`src/rtl/pcie_link_status_mon_if.sv`:
```
// Signal bundle between the hard-IP status pins and pcie_link_status_mon.
// The LINK_MON_TRACE_EN build adds the trace_idx / trace_code pair.
interface pcie_link_status_mon_if #(
    parameter int unsigned NUM_LANES = 4,
    parameter int unsigned CNT_W     = 16
);
    logic [4:0]           ltssm;
    logic [NUM_LANES-1:0] lane_act;
    logic                 cnt_clr;
    logic [1:0]           link_state;
    logic [4:0]           ltssm_filt;
    logic [CNT_W-1:0]     link_down_cnt;
    logic [CNT_W-1:0]     recovery_cnt;
    logic                 alive_led;
    logic                 L0_led;
    logic                 comp_led;
    logic [NUM_LANES-1:0] lane_active_led;
`ifdef LINK_MON_TRACE_EN
    logic [2:0]           trace_idx;
    logic [4:0]           trace_code;
`endif

    // Core / board side: drives the raw status, observes the monitor.
    modport master (
        output ltssm, lane_act, cnt_clr,
`ifdef LINK_MON_TRACE_EN
        output trace_idx,
        input  trace_code,
`endif
        input  link_state, ltssm_filt, link_down_cnt, recovery_cnt,
        input  alive_led, L0_led, comp_led, lane_active_led
    );

    // Monitor side.
    modport slave (
        input  ltssm, lane_act, cnt_clr,
`ifdef LINK_MON_TRACE_EN
        input  trace_idx,
        output trace_code,
`endif
        output link_state, ltssm_filt, link_down_cnt, recovery_cnt,
        output alive_led, L0_led, comp_led, lane_active_led
    );
endinterface

```
`src/rtl/pcie_link_status_mon.sv`:
```
// PCIe link-status monitor: LTSSM glitch filter, link FSM, event counters and LED drivers.
// Optional LINK_MON_TRACE_EN adds an 8-entry history of accepted LTSSM codes.
module pcie_link_status_mon #(
    parameter int unsigned NUM_LANES   = 4,
    parameter int unsigned ALIVE_CNT_W = 25,
    parameter int unsigned STABLE_CYC  = 16,
    parameter int unsigned CNT_W       = 16,
    parameter logic [4:0]  L0_CODE     = 5'b01111,
    parameter logic [4:0]  COMPL_CODE  = 5'b00011
) (
    input logic                   clk_out_buf,
    input logic                   any_rstn,
    pcie_link_status_mon_if.slave mon
);

    localparam logic [1:0] ST_DOWN  = 2'd0;
    localparam logic [1:0] ST_TRAIN = 2'd1;
    localparam logic [1:0] ST_L0    = 2'd2;
    localparam logic [1:0] ST_COMPL = 2'd3;

    localparam logic [7:0] STABLE_MAX = 8'(STABLE_CYC);

    // Reset synchroniser: asynchronous assert, release after two clock edges.
    logic [1:0] rst_sync_q;
    logic       rst_n;

    always_ff @(posedge clk_out_buf or negedge any_rstn) begin
        if (!any_rstn) begin
            rst_sync_q <= 2'b00;
        end else begin
            rst_sync_q <= {rst_sync_q[0], 1'b1};
        end
    end

    assign rst_n = rst_sync_q[1];

    logic [4:0]           ltssm_q;
    logic [4:0]           ltssm_prev_q;
    logic [NUM_LANES-1:0] lane_act_q;
    logic [7:0]           stab_cnt_q, stab_cnt_d;
    logic [4:0]           filt_q;
    logic                 filt_load;

    // ltssm_prev_q is the sample that stab_cnt_q describes, so it is the value to accept.
    always_comb begin
        stab_cnt_d = 8'd1;
        if (ltssm_q == ltssm_prev_q) begin
            stab_cnt_d = (stab_cnt_q == STABLE_MAX) ? stab_cnt_q : stab_cnt_q + 8'd1;
        end
    end

    assign filt_load = (stab_cnt_q == STABLE_MAX) && (ltssm_prev_q != filt_q);

    always_ff @(posedge clk_out_buf or negedge rst_n) begin
        if (!rst_n) begin
            ltssm_q      <= '0;
            ltssm_prev_q <= '0;
            lane_act_q   <= '0;
            stab_cnt_q   <= '0;
            filt_q       <= '0;
        end else begin
            ltssm_q      <= mon.ltssm;
            ltssm_prev_q <= ltssm_q;
            lane_act_q   <= mon.lane_act;
            stab_cnt_q   <= stab_cnt_d;
            if (filt_load) begin
                filt_q <= ltssm_prev_q;
            end
        end
    end

    logic [1:0]       state_q, state_d;
    logic             exit_l0;
    logic             is_recovery;
    logic [CNT_W-1:0] down_cnt_q, down_cnt_d;
    logic [CNT_W-1:0] rec_cnt_q, rec_cnt_d;

    always_comb begin
        state_d = ST_TRAIN;
        if (filt_q == L0_CODE) begin
            state_d = ST_L0;
        end else if (filt_q == COMPL_CODE) begin
            state_d = ST_COMPL;
        end else if (filt_q == 5'd0) begin
            state_d = ST_DOWN;
        end
    end

    assign exit_l0     = (state_q == ST_L0) && (state_d != ST_L0);
    assign is_recovery = (filt_q[4:2] == 3'b011);

    // Clear has priority over a coincident increment; counters stick at all-ones.
    always_comb begin
        down_cnt_d = down_cnt_q;
        rec_cnt_d  = rec_cnt_q;
        if (mon.cnt_clr) begin
            down_cnt_d = '0;
            rec_cnt_d  = '0;
        end else if (exit_l0) begin
            if (is_recovery) begin
                if (rec_cnt_q != '1) begin
                    rec_cnt_d = rec_cnt_q + CNT_W'(1);
                end
            end else if (down_cnt_q != '1) begin
                down_cnt_d = down_cnt_q + CNT_W'(1);
            end
        end
    end

    always_ff @(posedge clk_out_buf or negedge rst_n) begin
        if (!rst_n) begin
            state_q    <= ST_DOWN;
            down_cnt_q <= '0;
            rec_cnt_q  <= '0;
        end else begin
            state_q    <= state_d;
            down_cnt_q <= down_cnt_d;
            rec_cnt_q  <= rec_cnt_d;
        end
    end

    logic [ALIVE_CNT_W-1:0] hb_q;
    logic                   alive_q;
    logic                   l0_led_q, l0_led_d;
    logic                   comp_led_q;
    logic [NUM_LANES-1:0]   lane_led_q;

    always_comb begin
        l0_led_d = 1'b1;
        case (state_q)
            ST_L0:    l0_led_d = 1'b0;
            ST_TRAIN: l0_led_d = ~hb_q[ALIVE_CNT_W-3];
            default:  l0_led_d = 1'b1;
        endcase
    end

    always_ff @(posedge clk_out_buf or negedge rst_n) begin
        if (!rst_n) begin
            hb_q       <= '0;
            alive_q    <= 1'b0;
            l0_led_q   <= 1'b1;
            comp_led_q <= 1'b1;
            lane_led_q <= '1;
        end else begin
            hb_q       <= hb_q + ALIVE_CNT_W'(1);
            alive_q    <= hb_q[ALIVE_CNT_W-1];
            l0_led_q   <= l0_led_d;
            comp_led_q <= (state_q != ST_COMPL);
            lane_led_q <= ~lane_act_q;
        end
    end

`ifdef LINK_MON_TRACE_EN
    logic [4:0] trace_mem_q [8];
    logic [2:0] wr_ptr_q;
    logic [2:0] rd_ptr;
    logic [4:0] trace_code_q;

    // Index 0 is the most recently accepted code.
    assign rd_ptr = wr_ptr_q - 3'd1 - mon.trace_idx;

    always_ff @(posedge clk_out_buf or negedge rst_n) begin
        if (!rst_n) begin
            for (int i = 0; i < 8; i++) begin
                trace_mem_q[i] <= '0;
            end
            wr_ptr_q     <= '0;
            trace_code_q <= '0;
        end else begin
            if (filt_load) begin
                trace_mem_q[wr_ptr_q] <= ltssm_prev_q;
                wr_ptr_q              <= wr_ptr_q + 3'd1;
            end
            trace_code_q <= trace_mem_q[rd_ptr];
        end
    end

    assign mon.trace_code = trace_code_q;
`endif

    assign mon.link_state      = state_q;
    assign mon.ltssm_filt      = filt_q;
    assign mon.link_down_cnt   = down_cnt_q;
    assign mon.recovery_cnt    = rec_cnt_q;
    assign mon.alive_led       = alive_q;
    assign mon.L0_led          = l0_led_q;
    assign mon.comp_led        = comp_led_q;
    assign mon.lane_active_led = lane_led_q;

endmodule
```
`src/flat_wrapper.sv`:
```
// flat-port wrapper written by rule: the top's interface ports become plain ports
module pcie_link_status_mon_flat 
#(
    parameter int unsigned NUM_LANES   = 4,
    parameter int unsigned ALIVE_CNT_W = 25,
    parameter int unsigned STABLE_CYC  = 16,
    parameter int unsigned CNT_W       = 16,
    parameter logic [4:0]  L0_CODE     = 5'b01111,
    parameter logic [4:0]  COMPL_CODE  = 5'b00011
)
  (clk_out_buf, any_rstn, mon_ltssm, mon_lane_act, mon_cnt_clr, mon_link_state, mon_ltssm_filt, mon_link_down_cnt, mon_recovery_cnt, mon_alive_led, mon_L0_led, mon_comp_led, mon_lane_active_led);
  pcie_link_status_mon_if #(.NUM_LANES(NUM_LANES), .CNT_W(CNT_W)) mon_i ();
  input logic clk_out_buf;
  input logic any_rstn;
  input wire logic [$bits(mon_i.ltssm)-1:0] mon_ltssm;
  input wire logic [$bits(mon_i.lane_act)-1:0] mon_lane_act;
  input wire logic [$bits(mon_i.cnt_clr)-1:0] mon_cnt_clr;
  output wire logic [$bits(mon_i.link_state)-1:0] mon_link_state;
  output wire logic [$bits(mon_i.ltssm_filt)-1:0] mon_ltssm_filt;
  output wire logic [$bits(mon_i.link_down_cnt)-1:0] mon_link_down_cnt;
  output wire logic [$bits(mon_i.recovery_cnt)-1:0] mon_recovery_cnt;
  output wire logic [$bits(mon_i.alive_led)-1:0] mon_alive_led;
  output wire logic [$bits(mon_i.L0_led)-1:0] mon_L0_led;
  output wire logic [$bits(mon_i.comp_led)-1:0] mon_comp_led;
  output wire logic [$bits(mon_i.lane_active_led)-1:0] mon_lane_active_led;
  assign mon_i.ltssm = mon_ltssm;
  assign mon_i.lane_act = mon_lane_act;
  assign mon_i.cnt_clr = mon_cnt_clr;
  assign mon_link_state = mon_i.link_state;
  assign mon_ltssm_filt = mon_i.ltssm_filt;
  assign mon_link_down_cnt = mon_i.link_down_cnt;
  assign mon_recovery_cnt = mon_i.recovery_cnt;
  assign mon_alive_led = mon_i.alive_led;
  assign mon_L0_led = mon_i.L0_led;
  assign mon_comp_led = mon_i.comp_led;
  assign mon_lane_active_led = mon_i.lane_active_led;
  pcie_link_status_mon #(.NUM_LANES(NUM_LANES), .ALIVE_CNT_W(ALIVE_CNT_W), .STABLE_CYC(STABLE_CYC), .CNT_W(CNT_W), .L0_CODE(L0_CODE), .COMPL_CODE(COMPL_CODE)) u_core (.clk_out_buf(clk_out_buf), .any_rstn(any_rstn), .mon(mon_i));
endmodule
```
`config.mk`:
```
export PLATFORM = sky130hd
export DESIGN_NAME = pcie_link_status_mon_flat
export DESIGN_NICKNAME = d
export VERILOG_FILES = /design/src/rtl/pcie_link_status_mon_if.sv /design/src/rtl/pcie_link_status_mon.sv /design/src/flat_wrapper.sv
export SDC_FILE = /design/constraint.sdc
export NUM_CORES = 1
export LEC_CHECK = 0
export CAP_MARGIN = 20
export CORE_UTILIZATION = 45
export DETAILED_ROUTE_END_ITERATION = 12
export GPL_TIMING_DRIVEN = 0
export PLACE_DENSITY = 0.68
export SYNTH_ARGS = -nofsm -noshare
export SYNTH_HDL_FRONTEND = slang
export SYNTH_SLANG_ARGS = --single-unit
export TNS_END_PERCENT = 10
```
`constraint.sdc`:
```
create_clock -name clk_out_buf -period 3.9 [get_ports clk_out_buf]
set_clock_uncertainty 0.05 [all_clocks]
set_input_delay 0.78 -clock clk_out_buf [delete_from_list [all_inputs] [get_ports clk_out_buf]]
set_output_delay 0.78 -clock clk_out_buf [all_outputs]
set_load 0.05 [all_outputs]
```
* Word-level counts from Yosys, hierarchy flattened
Index checks and enable logic that the tools add are counted.
Word-level totals: logic and storage cells 57, register bits 95, input bits 12
Operators by class: reduce and logical (&&, ||, !) cells 9, multiplexer cells 14, $add $sub $neg 4, equality and inequality tests 14, bitwise gates (word level) 2
Operator list (number):
- $mux 16 | 8
- $add 16x1->16 const B | 2
- $ne 16x16->1 const B | 2
- $add 25x1->25 const B | 1
- $mux 8 | 2
- $add 8x1->8 const B | 1
- $eq 8x5->1 const B | 1
- $ne 2x2->1 const B | 4
- $reduce_bool 2->1 | 4
- $reduce_and 3->1 | 2
- $eq 5x2->1 const B | 1
- $eq 5x4->1 const B | 1
- $eq 5x5->1 | 1
- $logic_not 5->1 | 1
- $ne 5x5->1 | 1
- $mux 2 | 2
- $not 4->4 | 1
- $eq 3x2->1 const B | 1
- $eq 2x1->1 const B | 1
- $eq 2x2->1 const B | 1
- $logic_and 1x1->1 | 2
- $pmux 1 s2 | 1
- $mux 1 | 1
- $not 1->1 | 1

* Logic depth before layout (Yosys ltp)
word-level depth 8, gate-level depth with buffers 7, depth with buffers taken out 7

* Least setup slack after synthesis
OpenSTA, ideal clock, no wires.
path kind reg2reg, start point reg u_core.down_cnt_q[0], in the netlist u_core.mon.link_down_cnt[0], end point reg u_core.down_cnt_q[9], in the netlist u_core.mon.link_down_cnt[9], cell stages (with the launch flop) 7, period minus slack after synthesis 1.914 ns, arrival time 1.732 ns, data required time 3.718 ns, path slack 1.986 ns, path through dfrtp_1 > ha_1 > and3_1 > nand3_1 > o2111ai_1 > xor2_1 > nor2_1
Between the ends: cells in the longest elaborated chain, start to end 5, elaborated cells between the ends (all ways) 8, classes of those cells add/sub: 1; eq/ne: 1; mux: 4; reduce/logical: 2
Ends and longest elaborated chain:
- from (decl) | line pcie_link_status_mon.sv:75 | logic [CNT_W-1:0] down_cnt_q, down_cnt_d;
- from (signal assigned) | line pcie_link_status_mon.sv:117 | down_cnt_q <= down_cnt_d;
- $add 16x1->16 | line pcie_link_status_mon.sv:105 | down_cnt_d = down_cnt_q + CNT_W'(1);
- $mux 16 | line pcie_link_status_mon.sv:104 | end else if (down_cnt_q != '1) begin
- $mux 16 | line pcie_link_status_mon.sv:100 | if (is_recovery) begin
- $mux 16 | line pcie_link_status_mon.sv:99 | end else if (exit_l0) begin
- $mux 16 | line pcie_link_status_mon.sv:96 | if (mon.cnt_clr) begin
Several ways; a longest one is shown, not always the timed one. The select of a mux whose other input is x is not followed. A chain may end at the register's enable or synchronous reset.

* Worst setup path in the final report
start point reg u_core.lane_led_q[3], in the netlist u_core.mon.lane_active_led[3], end point out mon_lane_active_led[3]
RTL lines:
- from (decl) | line pcie_link_status_mon.sv:126 | logic [NUM_LANES-1:0] lane_led_q;
- from (signal assigned) | line pcie_link_status_mon.sv:149 | lane_led_q <= ~lane_act_q;
- to (decl) | line flat_wrapper.sv:25 | output wire logic [$bits(mon_i.lane_active_led)-1:0] mon_lane_active_led;
No word-level cell between the ends.

==> flow_summary.ini <==
[floorplan]
start_util_pct = 47.0
dieWidth_um = 97.9
coreArea_um2 = 8810
io_pins = 58
rows = 34
fp.dieArea_um2 = 9580
die_y_um = 97.9

[grt]
grt_util_met2_pct = 28.7
grt_util_met3_pct = 3.22
gr-usage-met1_pct = 22.3
grt_pass1_wl_um = 13200
grt-busiest-layer = met2
grt-ovfl-total = 0
grt_max_degree = 67
grt_use_total_pct = 17.3
grt_antenna_before_repair = 0
grt_pass1_vias = 2883

[power_and_ir_drop]
p_leak_nw = 2.24
p_sw_mw = 0.383
powerDensity_nw_per_um2 = 360
pwr-share-clk_pct = 42.4
intPower_mw = 1.46
p_comb_share_pct = 3.0
switching_share_pct = 20.8
power.total_mw = 1.85
irDropWorstVdd_v = 0.000221
seq_power_share_pct = 54.7

[clock_network]
clock_latency_ns = 0.36
cts_tree = built
post_cts_buffers = 0
ctsLongestPathBuffers = 2
ctsHoldBuffers = 0
cts.clk_slew.worst_paths_ns = 0.10
h-tree-depth = 3
ctsResizeCount = 0
numClockSinks = 95
root_buffer = clkbuf_8
numCtsBuffers = 9

[yosys]
ys_types = 40
synthFlopType = dfrtp_1
syn_inst = 361
yosysWarnings = 0
synth_seq_area_share_pct = 57.6
synth_fp_nets = 378
synth_async_sr_flop_share_pct = 100
synth_edf_count = 0
synth_area_um2 = 4140
synth-seq-cells = 95
synth_area_per_cell_um2 = 11.5

[worst_setup_path]
path_cells = clkdlybuf4s50_1
crit_required_ns = 3.07
end_kind = output pin
crit_end = mon_lane_active_led[3]
critPathLaunchType = register
cp.arrival_ns = 1.68
r2r-start = u_core.mon.recovery_cnt[6]$_DFFE_PN0P_
cp_slowest_cell = clkdlybuf4s50_1
ff2ff_setup_slack_ns = 2.04
crit_start = u_core.mon.lane_active_led[3]$_DFF_PN1_
path_depth = 1
critPathTopFamily = buffers and inverters
critical_path.max_stage_delay_ns = 0.79
path_class = register to output pin
worstRegToRegCells = 5
critPathBufInv = 1
r2r_end = u_core.mon.recovery_cnt[1]$_DFFE_PN0P_
cp_max_fo = 1

[sta]
slew_headroom_pct = 65.4
fmax_ghz = 0.399
rsz0062_at_grt = false
max_slew.worst_pin.slew_ns = 0.517
timing.hold.ws_ns = 0.212
hold_viol = 0
period_needed_ns = 2.51
finalSetupTns_ns = 0
setup_violations = 0
slew_viol_final = 0
fin_crit_sh_pct = 64.3

[cells_and_area]
ff_latch_area_um2 = 2390
num_antenna_cells = 0
syn2layout_area_growth_pct = 23.8
fill_cells = 741
multiInputGateArea_um2 = 1710
final_nets = 447
layout-drive-gt1-share_pct = 8.74
fin_cells = 543

[routing]
vias_per_cell = 5.31
drc = 8
drt-pass1-iter-count = 8
postRouteAntennaNets = 0
vias = 2884
drt-wirelength-per-cell_um = 14.3
drt-total-wl_um = 7760
drt_iter0_drc = 98

[placed_design]
dp.cells = 527
dp_hpwl_um = 5320
globalplace.congestion = 0.795
io_buffers = 57

[worst_hold_path]
hold_class = register to async pin

[run_status]
status = finished, violations left
violations = DRC

[run]
cap_violations = 0
routing by layer:
metal	vias up	share of wire, %	routed length (um)
met3	10	3.6	281
met1	1418	46	3600
met5	-	0	0
li1	1397	-	-
met4	0	1.7	133
met2	59	48	3740
worst min path at each step:
stage                                         endpoint  slack (ns)  depth (start not counted)
6_report              u_core.stab_cnt_q[5]$_DFFE_PN0P_        0.21                          0
5_1_grt               u_core.stab_cnt_q[5]$_DFFE_PN0P_        0.26                          0
4_1_cts               u_core.stab_cnt_q[5]$_DFFE_PN0P_        0.22                          0
3_5_place_dp               u_core.ltssm_q[0]$_DFF_PN0_        0.22                          0
3_3_place_gp   u_core.mon.lane_active_led[3]$_DFF_PN1_        0.29                          1
2_1_floorplan           u_core.rst_sync_q[1]$_DFF_PN0_        0.28                          0
state kept, by name (all words and copies together) (netlist names):
name / flops
u_core.mon.alive_led: 1
u_core.mon.L0_led: 1
u_core.mon.link_state: 2
u_core.mon.ltssm_filt: 5
u_core.ltssm_q: 5
u_core.stab_cnt_q: 8
u_core.mon.lane_active_led: 4
u_core.hb_q: 25
u_core.mon.comp_led: 1
u_core.rst_sync_q: 2
u_core.ltssm_prev_q: 5
u_core.lane_act_q: 4
u_core.mon.link_down_cnt: 16
u_core.mon.recovery_cnt: 16
layout make-up:
type / count / area share [%]
buffer: 4 / 0.318
clock buffer: 11 / 2.76
clock inverter: 5 / 2.05
inverter: 7 / 0.513
multi-input combinational: 255 / 33.4
sequential: 95 / 46.6
tap: 108 / 2.64
timing repair buffer: 58 / 11.7
cell usage in the layout, fill, tap and decap left out, drive strengths merged, types with 3 or more instances in the layout:
cell,count
nor3,7
nor4,4
ha,5
nor2,47
o21ai,5
and4,7
mux2i,4
inv,7
nand3,23
nand2,20
nand2b,3
clkbuf,14
bufinv,3
dfstp,6
mux2,6
clkdlybuf4s50,57
xor2,35
o211ai,7
dfrtp,89
nand4,17
and3,19
o2111ai,5
xnor2,27
logic make-up after synthesis:
family,synth area share (%)
compound gates,3.69
simple gates,20.3
mux,2.60
flops,57.6
fa+ha+maj,1.51
xor+xnor,13.1
other cells,0.0906
buf+inv,1.03
power by group through the flow:
| stage | Sequential, mW | Clock (mW) | Combinational, mW |
|---|---|---|---|
| after CTS | 1.01 | 0.803 | 0.0565 |
| after detailed placement | 1.03 | 0 | 0.0561 |
| after floorplan | 1.04 | 0 | 0.0119 |
| after global routing | 1.01 | 0.840 | 0.0608 |
| after global placement | 1.04 | 0 | 0.0387 |
| final | 1.01 | 0.782 | 0.0545 |
stage by stage:
step           util [%]  setup slack [ns]  instance area, um2
2_1_floorplan         -              1.02                4140
3_3_place_gp       55.0           -0.0215                4840
3_5_place_dp       55.4              1.77                4870
4_1_cts            58.2              1.37                5120
5_1_grt            58.2              1.33                5120
6_report           58.2              1.39                5120
synthesized netlist by cell type (3+ instances only):
cell       count  area [um2]
o21ai_0        3        15.0
nand2_1       20        75.1
dfrtp_1       89        2230
nor2_1        46         173
mux2i_1        4        40.0
nor3_1         7        35.0
and4_1         7        61.3
ha_1           5        62.6
nand2b_1       3        18.8
inv_1          7        26.3
xnor2_1       27         236
nor4_1         4        25.0
nand4_1       15        93.8
mux2_2         6        67.6
o2111ai_1      5        43.8
and3_1        18         113
dfstp_2        6         158
xor2_1        35         307
o211ai_1       7        52.6
nand3_1       23         115
clkbuf_1       3        11.3
worst reg2reg max path, delay by kind of cell (launching register included):
family             cells  cell delay, ns
AOI/OAI and AO/OA      1            0.36
DFF                    1            0.46
muxes                  1            0.23
and+or+nand+nor        3            0.63
Power figures use the tool's default switching activity.
